### src/rtl/led_page_sequencer_if.sv
// Board-side bundle for led_page_sequencer: raw pins and page data in, synced switches, LEDs and step pulse out.
// master = board/problem side that drives the pins, slave = the sequencer.
interface led_page_sequencer_if #(
   parameter int NUM_PAGES = 4
);
   logic [7:0]             switch_raw;
   logic                   btn_raw;
   logic                   auto_mode;
   logic [NUM_PAGES*4-1:0] page_data;
   logic [7:0]             switch;
   logic [7:0]             led;
   logic                   btn_step;

   modport master (
      output switch_raw,
      output btn_raw,
      output auto_mode,
      output page_data,
      input  switch,
      input  led,
      input  btn_step
   );

   modport slave (
      input  switch_raw,
      input  btn_raw,
      input  auto_mode,
      input  page_data,
      output switch,
      output led,
      output btn_step
   );
endinterface

### src/rtl/led_page_sequencer.sv
// Multiplexes up to 16 four-bit result pages onto 8 LEDs, paged by a debounced button or an auto-scan timer.
// Optional macro LED_CHANGE_FLASH_EN blanks led[3:0] for FLASH_CYCLES cycles after every page advance.
module led_page_sequencer #(
   parameter int NUM_PAGES       = 4,
   parameter int DEBOUNCE_CYCLES = 50000,
   parameter int SCAN_CYCLES     = 25000000,
   parameter int FLASH_CYCLES    = 1000000
) (
   input  logic                  clk,
   input  logic                  rst,
   led_page_sequencer_if.slave   bus
);

   localparam logic [15:0] DBC_LAST  = 16'(DEBOUNCE_CYCLES - 1);
   localparam logic [31:0] SCAN_LAST = 32'(SCAN_CYCLES - 1);
   localparam logic [3:0]  PAGE_LAST = 4'(NUM_PAGES - 1);

   typedef enum logic [1:0] {
      IDLE,
      PRESS_WAIT,
      PRESSED,
      RELEASE_WAIT
   } db_state_t;

   logic [7:0]  sw_meta;
   logic [7:0]  sw_sync;
   logic        btn_meta;
   logic        btn_s;
   db_state_t   db_state;
   logic [15:0] dbc;
   logic        btn_step_reg;
   logic [31:0] scnt;
   logic [3:0]  page;
   logic [7:0]  led_reg;
   logic        scan_tick;
   logic        advance;
   logic        blank;
   logic [3:0]  page_nibble;
   logic [3:0]  nib [16];

   // Plain two-flop synchronizers; the switches are deliberately not debounced.
   always_ff @(posedge clk or posedge rst) begin
      if (rst) begin
         sw_meta  <= 8'h00;
         sw_sync  <= 8'h00;
         btn_meta <= 1'b0;
         btn_s    <= 1'b0;
      end else begin
         sw_meta  <= bus.switch_raw;
         sw_sync  <= sw_meta;
         btn_meta <= bus.btn_raw;
         btn_s    <= btn_meta;
      end
   end

   // Debounce: a press needs DEBOUNCE_CYCLES stable-high cycles, a release the same stable-low.
   always_ff @(posedge clk or posedge rst) begin
      if (rst) begin
         db_state     <= IDLE;
         dbc          <= 16'd0;
         btn_step_reg <= 1'b0;
      end else begin
         btn_step_reg <= 1'b0;
         case (db_state)
            IDLE: begin
               if (btn_s) begin
                  db_state <= PRESS_WAIT;
                  dbc      <= 16'd0;
               end
            end
            PRESS_WAIT: begin
               if (!btn_s) begin
                  db_state <= IDLE;
               end else if (dbc == DBC_LAST) begin
                  db_state     <= PRESSED;
                  btn_step_reg <= 1'b1;
               end else begin
                  dbc <= dbc + 16'd1;
               end
            end
            PRESSED: begin
               if (!btn_s) begin
                  db_state <= RELEASE_WAIT;
                  dbc      <= 16'd0;
               end
            end
            RELEASE_WAIT: begin
               if (btn_s) begin
                  db_state <= PRESSED;
               end else if (dbc == DBC_LAST) begin
                  db_state <= IDLE;
               end else begin
                  dbc <= dbc + 16'd1;
               end
            end
            default: db_state <= IDLE;
         endcase
      end
   end

   assign scan_tick = bus.auto_mode && (scnt == SCAN_LAST);
   assign advance   = btn_step_reg || scan_tick;

   // A manual step restarts the dwell so the operator gets a full period on the chosen page.
   always_ff @(posedge clk or posedge rst) begin
      if (rst) begin
         scnt <= 32'd0;
      end else if (!bus.auto_mode || advance) begin
         scnt <= 32'd0;
      end else begin
         scnt <= scnt + 32'd1;
      end
   end

   always_ff @(posedge clk or posedge rst) begin
      if (rst) begin
         page <= 4'd0;
      end else if (advance) begin
         page <= (page == PAGE_LAST) ? 4'd0 : page + 4'd1;
      end
   end

   // Unpopulated page slots read as zero so any 4-bit page value selects something defined.
   genvar gi;
   generate
      for (gi = 0; gi < 16; gi++) begin : g_nib
         if (gi < NUM_PAGES) begin : g_used
            assign nib[gi] = bus.page_data[4*gi +: 4];
         end else begin : g_unused
            assign nib[gi] = 4'h0;
         end
      end
   endgenerate

   assign page_nibble = nib[page];

`ifdef LED_CHANGE_FLASH_EN
   localparam logic [31:0] FLASH_LOAD = 32'(FLASH_CYCLES);

   logic [31:0] fcnt;

   always_ff @(posedge clk or posedge rst) begin
      if (rst) begin
         fcnt <= 32'd0;
      end else if (advance) begin
         fcnt <= FLASH_LOAD;
      end else if (fcnt != 32'd0) begin
         fcnt <= fcnt - 32'd1;
      end
   end

   assign blank = (fcnt != 32'd0);
`else
   // Never blanks without the flash feature.
   assign blank = (FLASH_CYCLES < 0);
`endif

   always_ff @(posedge clk or posedge rst) begin
      if (rst) begin
         led_reg <= 8'h00;
      end else begin
         led_reg <= {page, blank ? 4'h0 : page_nibble};
      end
   end

   assign bus.switch   = sw_sync;
   assign bus.led      = led_reg;
   assign bus.btn_step = btn_step_reg;

endmodule

### src/flat_wrapper.sv
// flat-port wrapper written by rule: the top's interface ports become plain ports
module led_page_sequencer_flat 
#(
   parameter int NUM_PAGES       = 4,
   parameter int DEBOUNCE_CYCLES = 50000,
   parameter int SCAN_CYCLES     = 25000000,
   parameter int FLASH_CYCLES    = 1000000
)
  (clk, rst, bus_switch_raw, bus_btn_raw, bus_auto_mode, bus_page_data, bus_switch, bus_led, bus_btn_step);
  led_page_sequencer_if #(.NUM_PAGES(NUM_PAGES)) bus_i ();
  input  logic clk;
  input  logic rst;
  input wire logic [$bits(bus_i.switch_raw)-1:0] bus_switch_raw;
  input wire logic [$bits(bus_i.btn_raw)-1:0] bus_btn_raw;
  input wire logic [$bits(bus_i.auto_mode)-1:0] bus_auto_mode;
  input wire logic [$bits(bus_i.page_data)-1:0] bus_page_data;
  output wire logic [$bits(bus_i.switch)-1:0] bus_switch;
  output wire logic [$bits(bus_i.led)-1:0] bus_led;
  output wire logic [$bits(bus_i.btn_step)-1:0] bus_btn_step;
  assign bus_i.switch_raw = bus_switch_raw;
  assign bus_i.btn_raw = bus_btn_raw;
  assign bus_i.auto_mode = bus_auto_mode;
  assign bus_i.page_data = bus_page_data;
  assign bus_switch = bus_i.switch;
  assign bus_led = bus_i.led;
  assign bus_btn_step = bus_i.btn_step;
  led_page_sequencer #(.NUM_PAGES(NUM_PAGES), .DEBOUNCE_CYCLES(DEBOUNCE_CYCLES), .SCAN_CYCLES(SCAN_CYCLES), .FLASH_CYCLES(FLASH_CYCLES)) u_core (.clk(clk), .rst(rst), .bus(bus_i));
endmodule
### config.mk
export PLATFORM = sky130hd
export DESIGN_NAME = led_page_sequencer_flat
export DESIGN_NICKNAME = d
export VERILOG_FILES = /design/src/rtl/led_page_sequencer_if.sv /design/src/rtl/led_page_sequencer.sv /design/src/flat_wrapper.sv
export SDC_FILE = /design/constraint.sdc
export NUM_CORES = 1
export LEC_CHECK = 0
export CORE_UTILIZATION = 55
export DETAILED_ROUTE_END_ITERATION = 8
export PLACE_DENSITY_LB_ADDON = 0.1
export SETUP_SLACK_MARGIN = 0.05
export SYNTH_ARGS = -nofsm -noshare
export SYNTH_HDL_FRONTEND = slang
export SYNTH_SLANG_ARGS = --single-unit
export TNS_END_PERCENT = 30
### constraint.sdc
create_clock -name clk -period 4 [get_ports clk]
set_clock_uncertainty 0.1 [all_clocks]
set_input_delay 1 -clock clk [delete_from_list [all_inputs] [get_ports clk]]
set_output_delay 1 -clock clk [all_outputs]
set_load 0.1 [all_outputs]
# Word level (Yosys, flattened, before mapping)
# Index checks and enable logic that the tools add are counted.
word_totals:
  regBits: 81
  output_inout_bits: 17
  word_cells: 55
op_classes:
  n_addsub: 3
  n_lt_le_gt_ge: 1
  eq_ne: 12
  muxes: 21
  n_bitwise: 1
  n_reduce_logical: 7
ops:
  columns: ["cell", "n"]
  rows:
  - ["16-bit two-way mux", 5]
  - ["16-bit one-hot mux with 4 select lines", 1]
  - ["32-bit by 1-bit adder with 32-bit output (second input constant)", 1]
  - ["32-bit by 25-bit equality test with 1-bit output (second input constant)", 1]
  - ["32-bit two-way mux", 1]
  - ["16-bit by 1-bit adder with 16-bit output (second input constant)", 1]
  - ["4-bit binary-select mux with 4-bit select", 1]
  - ["16-bit equality test (second input constant)", 1]
  - ["2-bit two-way mux", 6]
  - ["4-bit two-way mux", 3]
  - ["2-bit one-hot mux with 4 select lines", 1]
  - ["4-bit AND reduction", 2]
  - ["5-bit greater-or-equal comparator (second input constant)", 1]
  - ["4-bit NOT with 5-bit output", 1]
  - ["4-bit by 1-bit adder with 4-bit output (second input constant)", 1]
  - ["2-bit equality test (second input constant)", 2]
  - ["4-bit by 2-bit equality test with 1-bit output (second input constant)", 1]
  - ["2-bit by 1-bit inequality test with 1-bit output (second input constant)", 2]
  - ["2-bit inequality test (second input constant)", 2]
  - ["1-bit two-way mux", 3]
  - ["3-bit by 1-bit inequality test with 1-bit output (second input constant)", 1]
  - ["3-bit inequality test (second input constant)", 1]
  - ["2-bit by 1-bit equality test with 1-bit output (second input constant)", 1]
  - ["2-bit zero test", 1]
  - ["3 further kinds", 4]

# Depth between registers and ports, before layout
# Gate-level depths: netlist of run 1.
logic_depth:
  ltp_word: 5
  mapped_depth: 7
  depth_no_buf: 6

# Least setup slack after synthesis of run 1
# Ideal clock, no wire load.
synth_timing:
  kind: "reg-to-output"
  start: "register u_core.btn_step_reg, in the netlist u_core.bus.btn_step"
  end: "output bus_btn_step"
  arrival_time_ns: 0.912
  setup_slack_ns: 1.988
  stages_incl_launch_ff: 1
  path_cell_list: "dfrtp_1"
synth_lines:
  columns: ["element", "line_no", "rtl"]
  rows:
  - ["start: declaration", "led_page_sequencer.sv:31", "logic btn_step_reg;"]
  - ["start signal: assignment", "led_page_sequencer.sv:61", "btn_step_reg <= 1'b0;"]
  - ["start signal: assignment", "led_page_sequencer.sv:63", "btn_step_reg <= 1'b0;"]
  - ["start signal: assignment", "led_page_sequencer.sv:76", "btn_step_reg <= 1'b1;"]
  - ["end: declaration", "flat_wrapper.sv:19", "output wire logic [$bits(bus_i.btn_step)-1:0] bus_btn_step;"]
# No word-level cell between the ends.

# Worst setup path in the final report of run 1
layout_timing:
  start: "register u_core.btn_step_reg, in the netlist u_core.bus.btn_step"
  end: "output bus_btn_step"
# No word-level cell between the ends.

==> summary.txt, run 1 <==
STA
  • Hold_ws: 0.2536 ns
  • Fin Setup TNS: 0 ns
  • RSZ-0062 raised after global routing: no
  • Fmax: 336.2 MHz
  • Slew margin rel.: 0.3296
  • Max Slew Vio Count: 0
  • Least-Margin Pin Slew: 1.002 ns
  • Final Hold Fails: 0
  • Min Tclk post-route: 2.974 ns
  • Setup Viol. Count Final: 0
  • Fin crit share: 0.7435
  • Setup ws final: 1.026 ns

Finish
  • Top flop regs: u_core.scnt (32), u_core.dbc (16)
  • Final net count: 394
  • Layout cells sized above 1: 0.08152
  • Area taken by multi-input logic gates: 1430 um2
  • # diodes: 0
  • Register Area: 2027 um2
  • Fillers: 440
  • Area Overhead vs Synth: 20.12%
  • Post-Layout Cell Count: 443
  • Most flops, register: u_core.scnt
  • Number of flip-flops in the largest register: 32

Clock network
  • CTS Root Cell: clkbuf_8
  • Number of buffers created by CTS: 9
  • CTS sink count: 81
  • CTS tree: built
  • Clock transition at path regs: 0.09 ns
  • Skew-Pair Late Insertion Delay: 0.35 ns
  • CTS Buffer Depth: 2
  • H-tree levels: 3
  • Post-CTS Setup Bufs: 0
  • Post-CTS Hold Buffers: 0
  • CTS resizes: 0

Placed design
  • Dpl hpwl: 4.508 mm
  • Placed insts: 427
  • Final Wtd Congestion: 0.7605
  • Placement Setup Slack: 1.310 ns
  • Buffers added on ports: 44

Yosys
  • Post-Syn Area: 3526 um2
  • Post-synthesis sequential area ratio: 0.5749
  • Top_reg_cell synth: dfrtp_1
  • Post-synth EDFFs: 0
  • Mean Syn Cell Area: 11.23 um2
  • Synth area leader: dfrtp_1
  • #FFs+latches synth: 81
  • Post-synth ARST share: 1.000
  • Synthesis warning total: 0
  • Cell with the most instances after synthesis: dfrtp_1
  • Mapped Nets: 345
  • Synth top area share: 0.5749
  • Cell count after synthesis: 314
  • Synth area leaders: dfrtp_1, xor2_1, nor2_1
  • Top cells by count, synth: dfrtp_1, nor2_1, xor2_1
  • Netlist cell types: 41

Route
  • 1st-pass router iterations: 4
  • WL met1: 3.032 mm
  • Routed WL: 6.553 mm
  • Met2 wire len: 3.213 mm
  • Remaining routing DRC violations: 0
  • Routed vias/inst: 5.528
  • Antenna-violating nets left: 0
  • Highest routed layer: met4
  • DR vias: 2449
  • Metal3 WL: 233 um
  • DRT iter0 DRCs: 149
  • Wire per inst: 14.79 um

Power and ir drop
  • Peak supply drop: 0.0002477 V
  • Pleak: 1.837 nW
  • Power Density: 363.0 nW/um2

Global routing
  • Pin count of the biggest net entering global routing: 52
  • Grt ovf: 0
  • Antenna violations before repair: 0
  • Vias in the first global route: 2389
  • GRT Total Usage: 0.2173
  • Global-route wire length before repair: 10.77 mm

Setup path
  • Reg-to-reg startpoint: u_core.scnt[26]
  • Crit path largest cell delay: 1.15 ns
  • Startpoint types: flop
  • Worst setup EP type: primary output
  • WP data arrival: 1.87 ns
  • Setup CP Type: reg2out
  • CP Max Fanout: 2
  • Critical-path top delay cell: clkdlybuf4s50_1
  • WP buf/inv: 1
  • Reg2reg setup slack: 1.43 ns
  • FF-to-FF path depth: 5
  • FF-to-FF End: u_core.scnt[14]
  • Worst path cell trace: clkdlybuf4s50_1
  • Crit. path cell count: 1
  • Req. time, crit path: 2.90 ns
  • Delay-heaviest family, CP: buffers and inverters

Floorplanning
  • DIE WIDTH: 82.07 um
  • Num ports: 45
  • Initial core utilization: 0.5818
  • Std-Cell Rows: 28
  • Die area: 6735 um2
  • Core area: 6061 um2
  • Die Ht: 82.07 um

Min path
  • Worst Hold Class: reg2reg
  • Worst hold start: u_core.sw_meta[2]
  • Hold Path Depth: 0
  • Worst hold endpoint: u_core.bus.switch[2]

Run
  • Max-cap violation count: 0

Run status
  • Outcome: finished, final reports clean
## cells by family (layout without fill, tap and decap cells)
kind of cell,after synthesis,in the layout,share of synthesized area
multiplexers,6,6,0.03194
flip-flops,81,81,0.5749
AO/OA/AOI/OAI,25,25,0.04649
buffers and inverters,15,69,0.01951
adder cells (fa/ha/maj),3,3,0.01065
XOR/XNOR,41,41,0.1018
AND/OR/NAND/NOR,143,143,0.2147
## final cells by class
| type | count | share of cell area |
|---|---|---|
| tap | 75 | 0.02216 |
| clock inverter | 6 | 0.01211 |
| sequential | 81 | 0.4786 |
| multi-input combinational | 218 | 0.3377 |
| clock buffer | 10 | 0.03250 |
| inverter | 7 | 0.006499 |
| timing repair buffer | 46 | 0.1105 |
## cell usage in the layout (no fill, tap or decap), drive strengths merged, types with 8 or more instances in the layout
cell            n
nand2          18
nand3          20
o21ai           9
clkdlybuf4s50  44
nor2           50
xor2           32
xnor2           9
and3           10
clkbuf         10
inv             8
nand4          12
dfrtp          81
## routing by layer
layer	vias up	global-route usage
li1	1187	-
met1	1210	0.2738
met2	44	0.3595
met3	8	0.05444
met4	0	0.08421
met5	-	0
## worst max path at each step
stage | slack (ns) | start | end
floorplan | 0.82 | rst | async pin
global placement | 1.39 | bus_auto_mode | u_core.scnt[14]
detailed placement | 1.31 | bus_auto_mode | u_core.scnt[17]
CTS | 1.00 | u_core.bus.btn_step | bus_btn_step
global route | 0.98 | u_core.bus.btn_step | bus_btn_step
finish | 1.03 | u_core.bus.btn_step | bus_btn_step
## per-stage QoR
stage / utilization / power, mW / instance area (um2)
detailed placement: 0.6676 / 0.9951 / 4046
global route: 0.6988 / 1.597 / 4235
finish: 0.6988 / 1.537 / 4235
global placement: 0.6676 / 0.9925 / 4046
CTS: 0.6988 / 1.556 / 4235
floorplan: - / 0.9428 / 3526
## where the power goes
group          internal [mW]  leakage, nW  switching (mW)
Clock                  0.250       0.0935           0.311
Sequential             0.836         1.07          0.0103
Combinational         0.0458        0.670          0.0848
Total                   1.13         1.84           0.406
Note: power is estimated with default switching activity, not from simulation.
==> inputs of run 2 (changes only) <==
==> constraint.sdc (replaced) <==
create_clock -name clk -period 3.1 [get_ports clk]
set_clock_uncertainty 0.1 [all_clocks]
set_input_delay 0.775 -clock clk [delete_from_list [all_inputs] [get_ports clk]]
set_output_delay 0.775 -clock clk [all_outputs]
set_load 0.1 [all_outputs]
==> run 2 against run 1 <==
Effect of this change:
- non-clock buffer count increased by 1
- wire length is 3.3% lower
- clock power up 39%
- sequential power up 29%
- worst hold slack about the same
- via count fell by 2.0%
- sequential share of layout area rose by 0.21 points
- combinational power grew 27%
- die area is the same
- register-to-register slack got worse by 0.88 ns
- first-iteration DRC count shrank 24%
- critical path type is now reg2reg
- highest routed layer unchanged
==> summary.txt, run 2 (synthesis results as in run 1) <==
Placed design
  • Final Wtd Congestion: 0.7779
  • Placement Setup Slack: 0.6117 ns
  • Buffers added on ports: 44
  • Dpl hpwl: 4.401 mm

STA
  • Fin crit share: 0.8237
  • Slew margin rel.: 0.4874
  • Fin Setup TNS: 0 ns
  • Least-Margin Pin Slew: 0.7663 ns
  • RSZ-0062 raised after global routing: no
  • Final Hold Fails: 0
  • Setup ws final: 0.5465 ns
  • Setup Viol. Count Final: 0
  • Fmax: 391.6 MHz
  • Hold_ws: 0.2532 ns
  • Max Slew Vio Count: 0
  • Min Tclk post-route: 2.553 ns

Power and ir drop
  • Internal power: 1.536 mW
  • Pleak: 1.870 nW
  • NetSw: 0.5017 mW
  • Sequential power share: 0.536
  • Clock power share: 0.383
  • Tot Pwr: 2.038 mW
  • Peak supply drop: 0.0003508 V
  • Switch share: 0.2462
  • Power Density: 483.4 nW/um2
  • Combinational share of power: 0.081

Clock network
  • CTS tree: built
  • Number of buffers created by CTS: 9
  • Post-CTS Setup Bufs: 0
  • CTS Buffer Depth: 2
  • CTS sink count: 81
  • Clock transition at path regs: 0.08 ns
  • Skew-Pair Late Insertion Delay: 0.34 ns
  • H-tree levels: 3
  • Post-CTS Hold Buffers: 0
  • CTS Root Cell: clkbuf_8
  • CTS resizes: 0

Setup path
  • Reg2reg setup slack: 0.55 ns
  • WP data arrival: 2.66 ns
  • CP Max Fanout: 31
  • Worst setup EP type: flop
  • Setup CP Type: reg2reg
  • Worst path cell trace: or4_1 -> nor4_1 -> a41oi_2 -> nand2_2 -> nor2_1
  • FF-to-FF End: u_core.scnt[22]
  • Startpoint types: flop
  • Reg-to-reg startpoint: u_core.scnt[6]
  • Crit path largest cell delay: 0.54 ns
  • Critical-path top delay cell: or4_1
  • Req. time, crit path: 3.20 ns
  • FF-to-FF path depth: 5

Route
  • Wire per inst: 14.27 um
  • Remaining routing DRC violations: 0
  • DRT iter0 DRCs: 113
  • Routed WL: 6.335 mm
  • DR vias: 2400
  • 1st-pass router iterations: 7
  • Antenna-violating nets left: 0
  • Routed vias/inst: 5.405

Global routing
  • Antenna violations before repair: 0
  • GRT Total Usage: 0.2101
  • Global-route wire length before repair: 10.58 mm
  • Vias in the first global route: 2380
  • Pin count of the biggest net entering global routing: 48
  • Grt ovf: 0

Floorplanning
  • Std-Cell Rows: 28
  • Core area: 6061 um2
  • Die Ht: 82.07 um
  • Initial core utilization: 0.5818
  • Num ports: 45
  • Die area: 6735 um2
  • DIE WIDTH: 82.07 um

Finish
  • Area Overhead vs Synth: 19.59%
  • Top flop regs: u_core.scnt (32), u_core.dbc (16)
  • Most flops, register: u_core.scnt
  • Commonest non-fill, non-tap cell in the layout: dfrtp_1
  • Most frequent cells in the layout: dfrtp_1, nor2_1, xor2_1
  • Final net count: 395
  • # diodes: 0
  • Layout cells sized above 1: 0.1274
  • Fillers: 456
  • Register Area: 2027 um2
  • Area taken by multi-input logic gates: 1430 um2
  • Number of flip-flops in the largest register: 32

Min path
  • Worst Hold Class: reg2reg
  • Worst hold endpoint: u_core.bus.switch[4]
  • Hold Path Depth: 0
  • Worst hold start: u_core.sw_meta[4]

Run
  • Max-cap violation count: 0

Run status
  • Outcome: finished, final reports clean
[run 2: worst max-delay path by stage]
stage / from / endpoint / slack [ns] / depth (start not counted)
5_1_grt: u_core.scnt[23] / u_core.scnt[17] / 0.39 / 5
3_5_place_dp: u_core.scnt[23] / u_core.scnt[25] / 0.61 / 5
6_report: u_core.scnt[6] / u_core.scnt[22] / 0.55 / 5
2_1_floorplan: rst / async pin / 0.14 / 1
3_3_place_gp: u_core.scnt[23] / u_core.scnt[18] / 0.70 / 5
4_1_cts: u_core.scnt[7] / u_core.scnt[22] / 0.53 / 5
[run 2: final cells by class]
cell class / instances / share of cell area
multi-input combinational: 218 / 0.3392
inverter: 7 / 0.006528
clock buffer: 11 / 0.03353
clock inverter: 5 / 0.01513
sequential: 81 / 0.4807
tap: 75 / 0.02226
timing repair buffer: 47 / 0.1027
[run 2: worst max-delay path: cells and delay by family (launching register included)]
family | cells | cell delay, ns
AND/OR/NAND/NOR | 4 | 1.55
flip-flops | 1 | 0.45
AO/OA/AOI/OAI | 1 | 0.31
[run 2: power by group through the flow]
stage | registers [mW] | logic (mW) | clock network, mW
after floorplan | 1.17 | 0.0466 | 0
after global placement | 1.11 | 0.166 | 0
after detailed placement | 1.11 | 0.169 | 0
after CTS | 1.09 | 0.169 | 0.794
after global routing | 1.09 | 0.180 | 0.835
final | 1.09 | 0.166 | 0.780
[run 2: metrics by stage]
| stage | area (um2) | std cells | util |
|---|---|---|---|
| 2_1_floorplan | 3526 | 314 | - |
| 3_3_place_gp | 4011 | 428 | 0.6619 |
| 5_1_grt | 4217 | 444 | 0.6957 |
| 6_report | 4217 | 444 | 0.6957 |
| 3_5_place_dp | 4011 | 428 | 0.6619 |
| 4_1_cts | 4217 | 444 | 0.6957 |
[run 2: routing by layer]
layer / part of all wire / wire [um] / global-route usage / up-vias
met5: 0 / 0 / 0 / -
met4: 0.014 / 87 / 0.07368 / 0
met3: 0.036 / 231 / 0.05667 / 10
met2: 0.47 / 2988 / 0.3430 / 38
met1: 0.48 / 3028 / 0.2696 / 1156
li1: - / - / - / 1196
